## src/rtl/mole_pkg.sv

```systemverilog
// Shared types and constants for the whack-a-mole round sequencer.
//   state_e     : round state (IDLE, PLAY, OVER)
//   SCORE_MAX   : upper clamp for the displayed score
//   LFSR_TAPS   : feedback mask for the 16-bit Fibonacci LFSR (taps 16,14,13,11)
//   popcount4() : number of set bits in a 4-bit hole vector
package mole_pkg;

  typedef enum logic [1:0] {
    IDLE = 2'd0,
    PLAY = 2'd1,
    OVER = 2'd2
  } state_e;

  localparam int SCORE_MAX = 99;

  // Bit positions 15,13,12,10 correspond to taps 16,14,13,11.
  localparam logic [15:0] LFSR_TAPS = 16'hB400;

  function automatic int popcount4(input logic [3:0] v);
    int n;
    n = 0;
    for (int i = 0; i < 4; i++) begin
      n = n + int'(v[i]);
    end
    return n;
  endfunction

endpackage

```

## src/rtl/mole_round_ctrl_if.sv

```systemverilog
// Player/display bundle of the whack-a-mole sequencer.
//   start, sw              : player inputs (button level, debounced hole switches)
//   mole, score, seconds   : game state read by the VGA painter and 7-seg scanner
//   playing, game_over     : round state flags
//   hit_pulse, miss_pulse  : one-cycle event strobes
// slave  : the sequencer (consumes inputs, drives game state)
// master : the player/display side
interface mole_round_ctrl_if;
  logic       start;
  logic [3:0] sw;
  logic [3:0] mole;
  logic [6:0] score;
  logic [7:0] seconds;
  logic       playing;
  logic       game_over;
  logic       hit_pulse;
  logic       miss_pulse;

  modport slave (
    input  start, sw,
    output mole, score, seconds, playing, game_over, hit_pulse, miss_pulse
  );

  modport master (
    output start, sw,
    input  mole, score, seconds, playing, game_over, hit_pulse, miss_pulse
  );
endinterface

```

## src/rtl/lfsr16.sv

```systemverilog
// 16-bit Fibonacci LFSR, shifting left with feedback into bit 0.
//   clk, reset : clock and synchronous active-high reset (loads seed)
//   en         : advance one step this cycle
//   seed       : reset value (must be non-zero)
//   q          : current LFSR state
module lfsr16
  import mole_pkg::*;
(
  input  logic        clk,
  input  logic        reset,
  input  logic        en,
  input  logic [15:0] seed,
  output logic [15:0] q
);

  logic [15:0] lfsr_q;
  logic [15:0] lfsr_d;

  always_comb begin
    lfsr_d = lfsr_q;
    if (en) begin
      lfsr_d = {lfsr_q[14:0], ^(lfsr_q & LFSR_TAPS)};
    end
  end

  always_ff @(posedge clk) begin
    if (reset) begin
      lfsr_q <= seed;
    end else begin
      lfsr_q <= lfsr_d;
    end
  end

  assign q = lfsr_q;

endmodule

```

## src/rtl/mole_round_ctrl.sv

```systemverilog
// Game sequencer for the 4-hole whack-a-mole display: starts/ends rounds,
// times the round, spawns moles from an LFSR, ages them out and keeps score.
//   clk, reset : clock and synchronous active-high reset
//   bus.start  : button level; a rising edge starts a round from IDLE/OVER
//   bus.sw     : hole switches; a rising edge on an up mole is a hit
//   bus.mole / score / seconds / playing / game_over / hit_pulse / miss_pulse
//              : registered game state and event strobes
module mole_round_ctrl
  import mole_pkg::*;
#(
  parameter int          N_MOLES       = 4,
  parameter int          TICK_DIV      = 10_000_000,
  parameter int          TICKS_PER_SEC = 10,
  parameter int          GAME_SECONDS  = 60,
  parameter int          UP_TICKS      = 15,
  parameter int          SPAWN_THRESH  = 2,
  parameter int          MAX_UP        = 2,
  parameter logic [15:0] LFSR_SEED     = 16'hACE1
) (
  input  logic             clk,
  input  logic             reset,
  mole_round_ctrl_if.slave bus
);

  localparam int TICK_W = (TICK_DIV > 1) ? $clog2(TICK_DIV) : 1;
  localparam int SEC_W  = (TICKS_PER_SEC > 1) ? $clog2(TICKS_PER_SEC) : 1;
  localparam int UP_W   = $clog2(UP_TICKS + 1);

  localparam logic [TICK_W-1:0] TICK_LAST = TICK_W'(TICK_DIV - 1);
  localparam logic [SEC_W-1:0]  SEC_LAST  = SEC_W'(TICKS_PER_SEC - 1);

  state_e              state_q, state_d;
  logic                start_q;
  logic [N_MOLES-1:0]  sw_q;
  logic [TICK_W-1:0]   tick_cnt_q, tick_cnt_d;
  logic [SEC_W-1:0]    sec_cnt_q, sec_cnt_d;
  logic [7:0]          seconds_q, seconds_d;
  logic [6:0]          score_q, score_d;
  logic [N_MOLES-1:0]  mole_q, mole_d;
  logic [UP_W-1:0]     up_timer_q [N_MOLES];
  logic [UP_W-1:0]     up_timer_d [N_MOLES];
  logic                hit_pulse_q, hit_pulse_d;
  logic                miss_pulse_q, miss_pulse_d;

  logic                playing;
  logic                tick;
  logic                start_rise;
  logic [N_MOLES-1:0]  sw_rise;
  logic [N_MOLES-1:0]  hit_vec;
  logic [N_MOLES-1:0]  miss_vec;
  logic [N_MOLES-1:0]  qual_vec;
  logic [N_MOLES-1:0]  grant_vec;
  logic [15:0]         lfsr_q;

  assign playing    = (state_q == PLAY);
  assign tick       = playing && (tick_cnt_q == TICK_LAST);
  assign start_rise = bus.start & ~start_q;
  assign sw_rise    = bus.sw & ~sw_q;

  // The LFSR value seen this cycle is the pre-advance value used for spawning.
  lfsr16 u_lfsr (
    .clk   (clk),
    .reset (reset),
    .en    (tick),
    .seed  (LFSR_SEED),
    .q     (lfsr_q)
  );

  // Per-hole event decode. A hit masks a same-cycle expiry on that hole, and
  // only holes down at cycle start can qualify for a spawn.
  for (genvar gi = 0; gi < N_MOLES; gi++) begin : g_hole
    assign hit_vec[gi]  = playing & sw_rise[gi] & mole_q[gi];
    assign miss_vec[gi] = tick & mole_q[gi] & ~hit_vec[gi] &
                          (up_timer_q[gi] == UP_W'(1));
    assign qual_vec[gi] = tick & ~mole_q[gi] &
                          (int'(lfsr_q[4*gi +: 4]) < SPAWN_THRESH);
  end

  // Grant spawns in index order against the moles that survive this cycle.
  always_comb begin
    int n;
    n = popcount4(mole_q & ~hit_vec & ~miss_vec);
    grant_vec = '0;
    for (int i = 0; i < N_MOLES; i++) begin
      if (qual_vec[i] && (n < MAX_UP)) begin
        grant_vec[i] = 1'b1;
        n = n + 1;
      end
    end
  end

  always_comb begin
    int   net;
    logic last_sec;
    state_d      = state_q;
    tick_cnt_d   = tick_cnt_q;
    sec_cnt_d    = sec_cnt_q;
    seconds_d    = seconds_q;
    score_d      = score_q;
    mole_d       = mole_q;
    up_timer_d   = up_timer_q;
    hit_pulse_d  = 1'b0;
    miss_pulse_d = 1'b0;
    net          = int'(score_q) + popcount4(hit_vec) - popcount4(miss_vec);
    last_sec     = tick && (sec_cnt_q == SEC_LAST) && (seconds_q == 8'd1);

    if (net > SCORE_MAX) begin
      net = SCORE_MAX;
    end else if (net < 0) begin
      net = 0;
    end

    unique case (state_q)
      IDLE, OVER: begin
        if (start_rise) begin
          state_d    = PLAY;
          score_d    = '0;
          seconds_d  = 8'(GAME_SECONDS);
          mole_d     = '0;
          tick_cnt_d = '0;
          sec_cnt_d  = '0;
          for (int i = 0; i < N_MOLES; i++) begin
            up_timer_d[i] = '0;
          end
        end
      end

      PLAY: begin
        tick_cnt_d = tick ? '0 : tick_cnt_q + TICK_W'(1);
        if (tick) begin
          sec_cnt_d = (sec_cnt_q == SEC_LAST) ? '0 : sec_cnt_q + SEC_W'(1);
          if (sec_cnt_q == SEC_LAST) begin
            seconds_d = seconds_q - 8'd1;
          end
        end

        if (last_sec) begin
          // Round ends: clear the field and skip scoring for this cycle.
          state_d = OVER;
          mole_d  = '0;
          for (int i = 0; i < N_MOLES; i++) begin
            up_timer_d[i] = '0;
          end
        end else begin
          score_d      = 7'(net);
          mole_d       = (mole_q & ~hit_vec & ~miss_vec) | grant_vec;
          hit_pulse_d  = |hit_vec;
          miss_pulse_d = |miss_vec;
          for (int i = 0; i < N_MOLES; i++) begin
            if (grant_vec[i]) begin
              up_timer_d[i] = UP_W'(UP_TICKS);
            end else if (hit_vec[i]) begin
              up_timer_d[i] = '0;
            end else if (tick && mole_q[i]) begin
              up_timer_d[i] = up_timer_q[i] - UP_W'(1);
            end
          end
        end
      end

      default: begin
        state_d = IDLE;
      end
    endcase
  end

  always_ff @(posedge clk) begin
    if (reset) begin
      state_q      <= IDLE;
      start_q      <= 1'b0;
      sw_q         <= '0;
      tick_cnt_q   <= '0;
      sec_cnt_q    <= '0;
      seconds_q    <= '0;
      score_q      <= '0;
      mole_q       <= '0;
      hit_pulse_q  <= 1'b0;
      miss_pulse_q <= 1'b0;
      for (int i = 0; i < N_MOLES; i++) begin
        up_timer_q[i] <= '0;
      end
    end else begin
      state_q      <= state_d;
      start_q      <= bus.start;
      sw_q         <= bus.sw;
      tick_cnt_q   <= tick_cnt_d;
      sec_cnt_q    <= sec_cnt_d;
      seconds_q    <= seconds_d;
      score_q      <= score_d;
      mole_q       <= mole_d;
      hit_pulse_q  <= hit_pulse_d;
      miss_pulse_q <= miss_pulse_d;
      for (int i = 0; i < N_MOLES; i++) begin
        up_timer_q[i] <= up_timer_d[i];
      end
    end
  end

  assign bus.mole       = mole_q;
  assign bus.score      = score_q;
  assign bus.seconds    = seconds_q;
  assign bus.playing    = playing;
  assign bus.game_over  = (state_q == OVER);
  assign bus.hit_pulse  = hit_pulse_q;
  assign bus.miss_pulse = miss_pulse_q;

endmodule

```

## src/flat_wrapper.sv

```systemverilog
// flat-port wrapper written by rule: the top's interface ports become plain ports
module mole_round_ctrl_flat import mole_pkg::*;
#(
  parameter int          N_MOLES       = 4,
  parameter int          TICK_DIV      = 10_000_000,
  parameter int          TICKS_PER_SEC = 10,
  parameter int          GAME_SECONDS  = 60,
  parameter int          UP_TICKS      = 15,
  parameter int          SPAWN_THRESH  = 2,
  parameter int          MAX_UP        = 2,
  parameter logic [15:0] LFSR_SEED     = 16'hACE1
)
  (clk, reset, bus_start, bus_sw, bus_mole, bus_score, bus_seconds, bus_playing, bus_game_over, bus_hit_pulse, bus_miss_pulse);
  mole_round_ctrl_if bus_i ();
  input  logic clk;
  input  logic reset;
  input wire logic [$bits(bus_i.start)-1:0] bus_start;
  input wire logic [$bits(bus_i.sw)-1:0] bus_sw;
  output wire logic [$bits(bus_i.mole)-1:0] bus_mole;
  output wire logic [$bits(bus_i.score)-1:0] bus_score;
  output wire logic [$bits(bus_i.seconds)-1:0] bus_seconds;
  output wire logic [$bits(bus_i.playing)-1:0] bus_playing;
  output wire logic [$bits(bus_i.game_over)-1:0] bus_game_over;
  output wire logic [$bits(bus_i.hit_pulse)-1:0] bus_hit_pulse;
  output wire logic [$bits(bus_i.miss_pulse)-1:0] bus_miss_pulse;
  assign bus_i.start = bus_start;
  assign bus_i.sw = bus_sw;
  assign bus_mole = bus_i.mole;
  assign bus_score = bus_i.score;
  assign bus_seconds = bus_i.seconds;
  assign bus_playing = bus_i.playing;
  assign bus_game_over = bus_i.game_over;
  assign bus_hit_pulse = bus_i.hit_pulse;
  assign bus_miss_pulse = bus_i.miss_pulse;
  mole_round_ctrl #(.N_MOLES(N_MOLES), .TICK_DIV(TICK_DIV), .TICKS_PER_SEC(TICKS_PER_SEC), .GAME_SECONDS(GAME_SECONDS), .UP_TICKS(UP_TICKS), .SPAWN_THRESH(SPAWN_THRESH), .MAX_UP(MAX_UP), .LFSR_SEED(LFSR_SEED)) u_core (.clk(clk), .reset(reset), .bus(bus_i));
endmodule
```

## config.mk

```make
export PLATFORM = sky130hd
export DESIGN_NAME = mole_round_ctrl_flat
export DESIGN_NICKNAME = d
export VERILOG_FILES = /design/src/rtl/mole_pkg.sv /design/src/rtl/mole_round_ctrl_if.sv /design/src/rtl/lfsr16.sv /design/src/rtl/mole_round_ctrl.sv /design/src/flat_wrapper.sv
export SDC_FILE = /design/constraint.sdc
export NUM_CORES = 1
export LEC_CHECK = 0
export CORE_ASPECT_RATIO = 0.9
export CORE_MARGIN = 2
export CORE_UTILIZATION = 60
export CTS_CLUSTER_SIZE = 30
export DETAILED_ROUTE_END_ITERATION = 8
export PLACE_DENSITY = 0.8
export SYNTH_ARGS = -nofsm -noshare
export SYNTH_HDL_FRONTEND = slang
export SYNTH_SLANG_ARGS = --single-unit
```

## constraint.sdc

```tcl
create_clock -name clk -period 9.1 [get_ports clk]
set_clock_uncertainty 0.1 [all_clocks]
set_input_delay 1.82 -clock clk [delete_from_list [all_inputs] [get_ports clk]]
set_output_delay 1.82 -clock clk [all_outputs]
set_load 0.1 [all_outputs]
```

==> metrics.md <==
| Metric | Value |
|---|---|
| Worst-case clock buffer depth | `2` |
| Final min period | `7110 ps` |
| Vias in the first global route | `4713` |
| Post-synth top area share | `33.1%` |
| Tot Pwr | `1040 uW` |
| Metal2 WL | `6270 um` |
| Initial Util | `61.7%` |
| Residual DRC | `0` |
| Global-route wire length before repair | `22200 um` |
| IR drop worst, VDD | `0.0875 mV` |
| Setup violations, final | `0` |
| Die Area | `9630 um^2` |
| YS warnings | `0` |
| Clk_lat worst skew | `380 ps` |
| Max-Slew Margin vs Limit | `31.0%` |
| Final core occ | `68.4%` |
| Crit path required time | `9270 ps` |
| Power Density | `177 nW/um^2` |
| Asr flop ratio synth | `0%` |
| Final slew viol count | `0` |
| R2R Path Start | `u_core.state_q[1]` |
| Port Buffer Count | `29` |
| CTS tree | `built` |
| CTS root buffer | `clkbuf_8` |
| 1st-iter DRT viols | `372` |
| Leak | `0.00216 uW` |
| Sequential share of the synthesized area | `33.1%` |
| Routed len/inst | `16.7 um` |
| Max cap viols | `0` |
| Setup crit start kind | `input port` |
| I/O Pins | `30` |
| Final wirelength | `13300 um` |
| # H-tree levels | `3` |
| Area grow syn2layout | `10.8%` |
| Most area-hungry cell type in the Yosys netlist | `dfxtp_1` |
| RSZ-0062 raised after global routing | `false` |
| Synth Instances | `650` |
| Post CTS Setup Buffer Count | `0` |
| CP peak stage delay | `530 ps` |
| FP Rows | `32` |
| Core Footprint | `8610 um^2` |
| FF-to-FF End | `u_core.bus.score[0]` |
| Antenna violations before repair | `0` |
| Fin. Hold Viols | `0` |
| CTS buffer count | `9` |
| Hold Buf Count CTS | `0` |
| Setup slack, reg-to-reg | `2220 ps` |
| Pre-antenna DRT Iters | `5` |
| Syn avg cell area | `8.18 um^2` |
| Final GP Congestion | `0.951` |
| GRT Overall Usage | `29.4%` |
| Top post-synthesis cells by area | `dfxtp_1, ha_1, nand2_1, nor2_1, a21oi_1` |
| M1 wire length | `5950 um` |
| Most used flip-flop cell after synthesis | `dfxtp_1` |
| Post-route ant nets | `0` |
| Slowest cell on crit path | `fa_1` |
| Final HPWL DP | `9550 um` |
| Critical path endpoint category | `flip-flop` |
| Post-synth EDFFs | `0` |
| Via density | `6.12` |
| Hold EP | `u_core.u_lfsr.q[8]` |
| Post-CTS resize count | `0` |
| Fraction of layout cells with a size suffix above 1 | `5.33%` |
| DIE WIDTH | `103 um` |
| Grt ovf | `0` |
| Flop and latch count out of synthesis | `88` |
| Critical path class | `input port to flip-flop` |
| Met3 WL | `813 um` |
| Highest metal used | `met4` |
| Hold Path Depth | `2` |
| Num Clock Sinks | `88` |
| Net count of the mapped netlist | `699` |
| Outcome | `complete, no violations` |
| Clk slew on worst S/H paths | `90 ps` |
| Mapped Area | `5320 um^2` |
| Final worst-path cycle share | `78.1%` |
| Die extent in y | `93.3 um` |
| Nets | `720` |
| Diodes inserted | `0` |
| Synth unique cells | `69` |
| Highest clock rate | `141 MHz` |
| Setup TNS Final | `0 ps` |
| Critical Path Most Common Cell | `inv_1` |
| Vias | `4866` |
| Crit-path max FO | `6` |
| Worst-margin pin slew | `1030 ps` |
| Largest net degree at the start of global routing | `49` |
| Reg2reg path depth | `24` |
| Crit path cell chain | `clkdlybuf4s50_1 -> and4b_1 -> inv_1 -> nand2_1 -> nor3_1 -> inv_1 -> ha_1 -> ha_1 -> inv_1 -> fa_1 -> fa_1 -> ha_1 -> inv_1 -> fa_1 -> nand2b_1 -> a21oi_1 -> o21bai_1 -> nor2b_1 -> ha_1 -> inv_1 -> a221o_1 -> or3_1 -> a22o_1` |
| Worst Hold Class | `flip-flop to flip-flop` |
| Data arrival, critical path | `7280 ps` |
| Hold Path Origin | `u_core.u_lfsr.q[8]` |
## placed cells by master (no fill, tap or decap), types with 11 or more instances in the layout
cell type        count
inv_1               44
ha_1                34
o21ai_0             35
clkdlybuf4s50_1     28
nand3_1             23
a21oi_1             37
nor2b_1             14
nand2_1             78
a31oi_1             13
nor3_1              24
nor2_1              51
dfxtp_1             88
xor2_1              18
nand4_1             11
## synthesized netlist by cell type (3+ instances only)
master and n:
nand4_1 11, a21o_1 5, nand2b_1 7, and2_1 5, a31oi_1 13, nor3b_1 7
a311oi_1 3, mux2i_1 4, dfxtp_1 88, a211oi_1 5, or4_1 6, xor2_1 18
inv_1 44, and3_1 4, nand3_1 23, nor4_4 3, buf_2 3, nor2_1 51
or3_1 8, o21ai_1 5, nor3_1 24, nor2b_1 14, fa_1 8, o211ai_1 8
o21ai_0 35, nor4_1 8, o2111ai_1 3, o31ai_1 4, o21a_1 3, a22o_1 7
ha_1 34, xnor2_1 10, a21oi_1 37, clkbuf_1 16, nor4b_1 3, a221oi_1 4
nand2_1 78
## area by class of cell
type / count / area [um^2]
multi-input cells: 495 / 3300
fillers: 728 / 2720
flip-flops and latches: 88 / 1760
repair buffers: 32 / 308
inverters: 45 / 169
well taps: 119 / 149
clock buffers: 10 / 138
clock inverters: 6 / 66.3
## per-layer routing
layer  global-route usage, %  up-vias
met5                       0        -
met4                    11.2        0
met3                    5.01       28
met2                    47.9      183
met1                    38.8     2307
li1                        -     2348
## worst max-delay path by stage
stage | to | slack (ps) | startpoint | cells after the start
2_1_floorplan | u_core.bus.score[0] | 2310 | bus_sw[0] | 23
3_3_place_gp | u_core.bus.score[1] | 1790 | bus_sw[0] | 23
3_5_place_dp | u_core.bus.score[0] | 1610 | bus_sw[0] | 23
4_1_cts | u_core.bus.score[0] | 2010 | bus_sw[0] | 23
5_1_grt | u_core.bus.score[0] | 1640 | bus_sw[0] | 23
6_report | u_core.bus.score[0] | 1990 | bus_sw[0] | 23
## metrics by stage
step,instances,hold WS [ps],setup WS (ps),cell area (um^2)
detailed placement,779,346,1610,5680
finish,795,359,1990,5890
global placement,779,341,1790,5680
global route,795,382,1640,5890
CTS,795,359,2010,5890
floorplan,650,332,2310,5320
## kinds of logic after synthesis
kind of cell	share of synthesized area, %
flip-flops	33.1
AO/OA/AOI/OAI	18.2
AND/OR/NAND/NOR	27.5
multiplexers	0.753
buffers and inverters	4.83
adder cells (fa/ha/maj)	11.0
XOR/XNOR	4.61
## where the power goes
part	internal [uW]	total, uW	switching, uW
combinational	126	344	218
sequential	399	415	15.9
clock	136	284	148
## registers in the layout, summed over array words and instances (netlist names)
register	cells
u_core.bus.hit_pulse	1
u_core.state_q	2
u_core.tick_cnt_q	24
u_core.u_lfsr.q	16
u_core.start_q	1
u_core.bus.miss_pulse	1
u_core.bus.score	7
u_core.sec_cnt_q	4
u_core.bus.mole	4
u_core.up_timer_q	16
u_core.sw_q	4
u_core.bus.seconds	8
## worst max-delay path: cells and delay by family
family,cells,cell delay [ps]
buffers and inverters,6,820
AND/OR/NAND/NOR,6,1380
AO/OA/AOI/OAI,4,830
adder cells (fa/ha/maj),7,2430
Note: power is estimated with default switching activity, not from simulation.
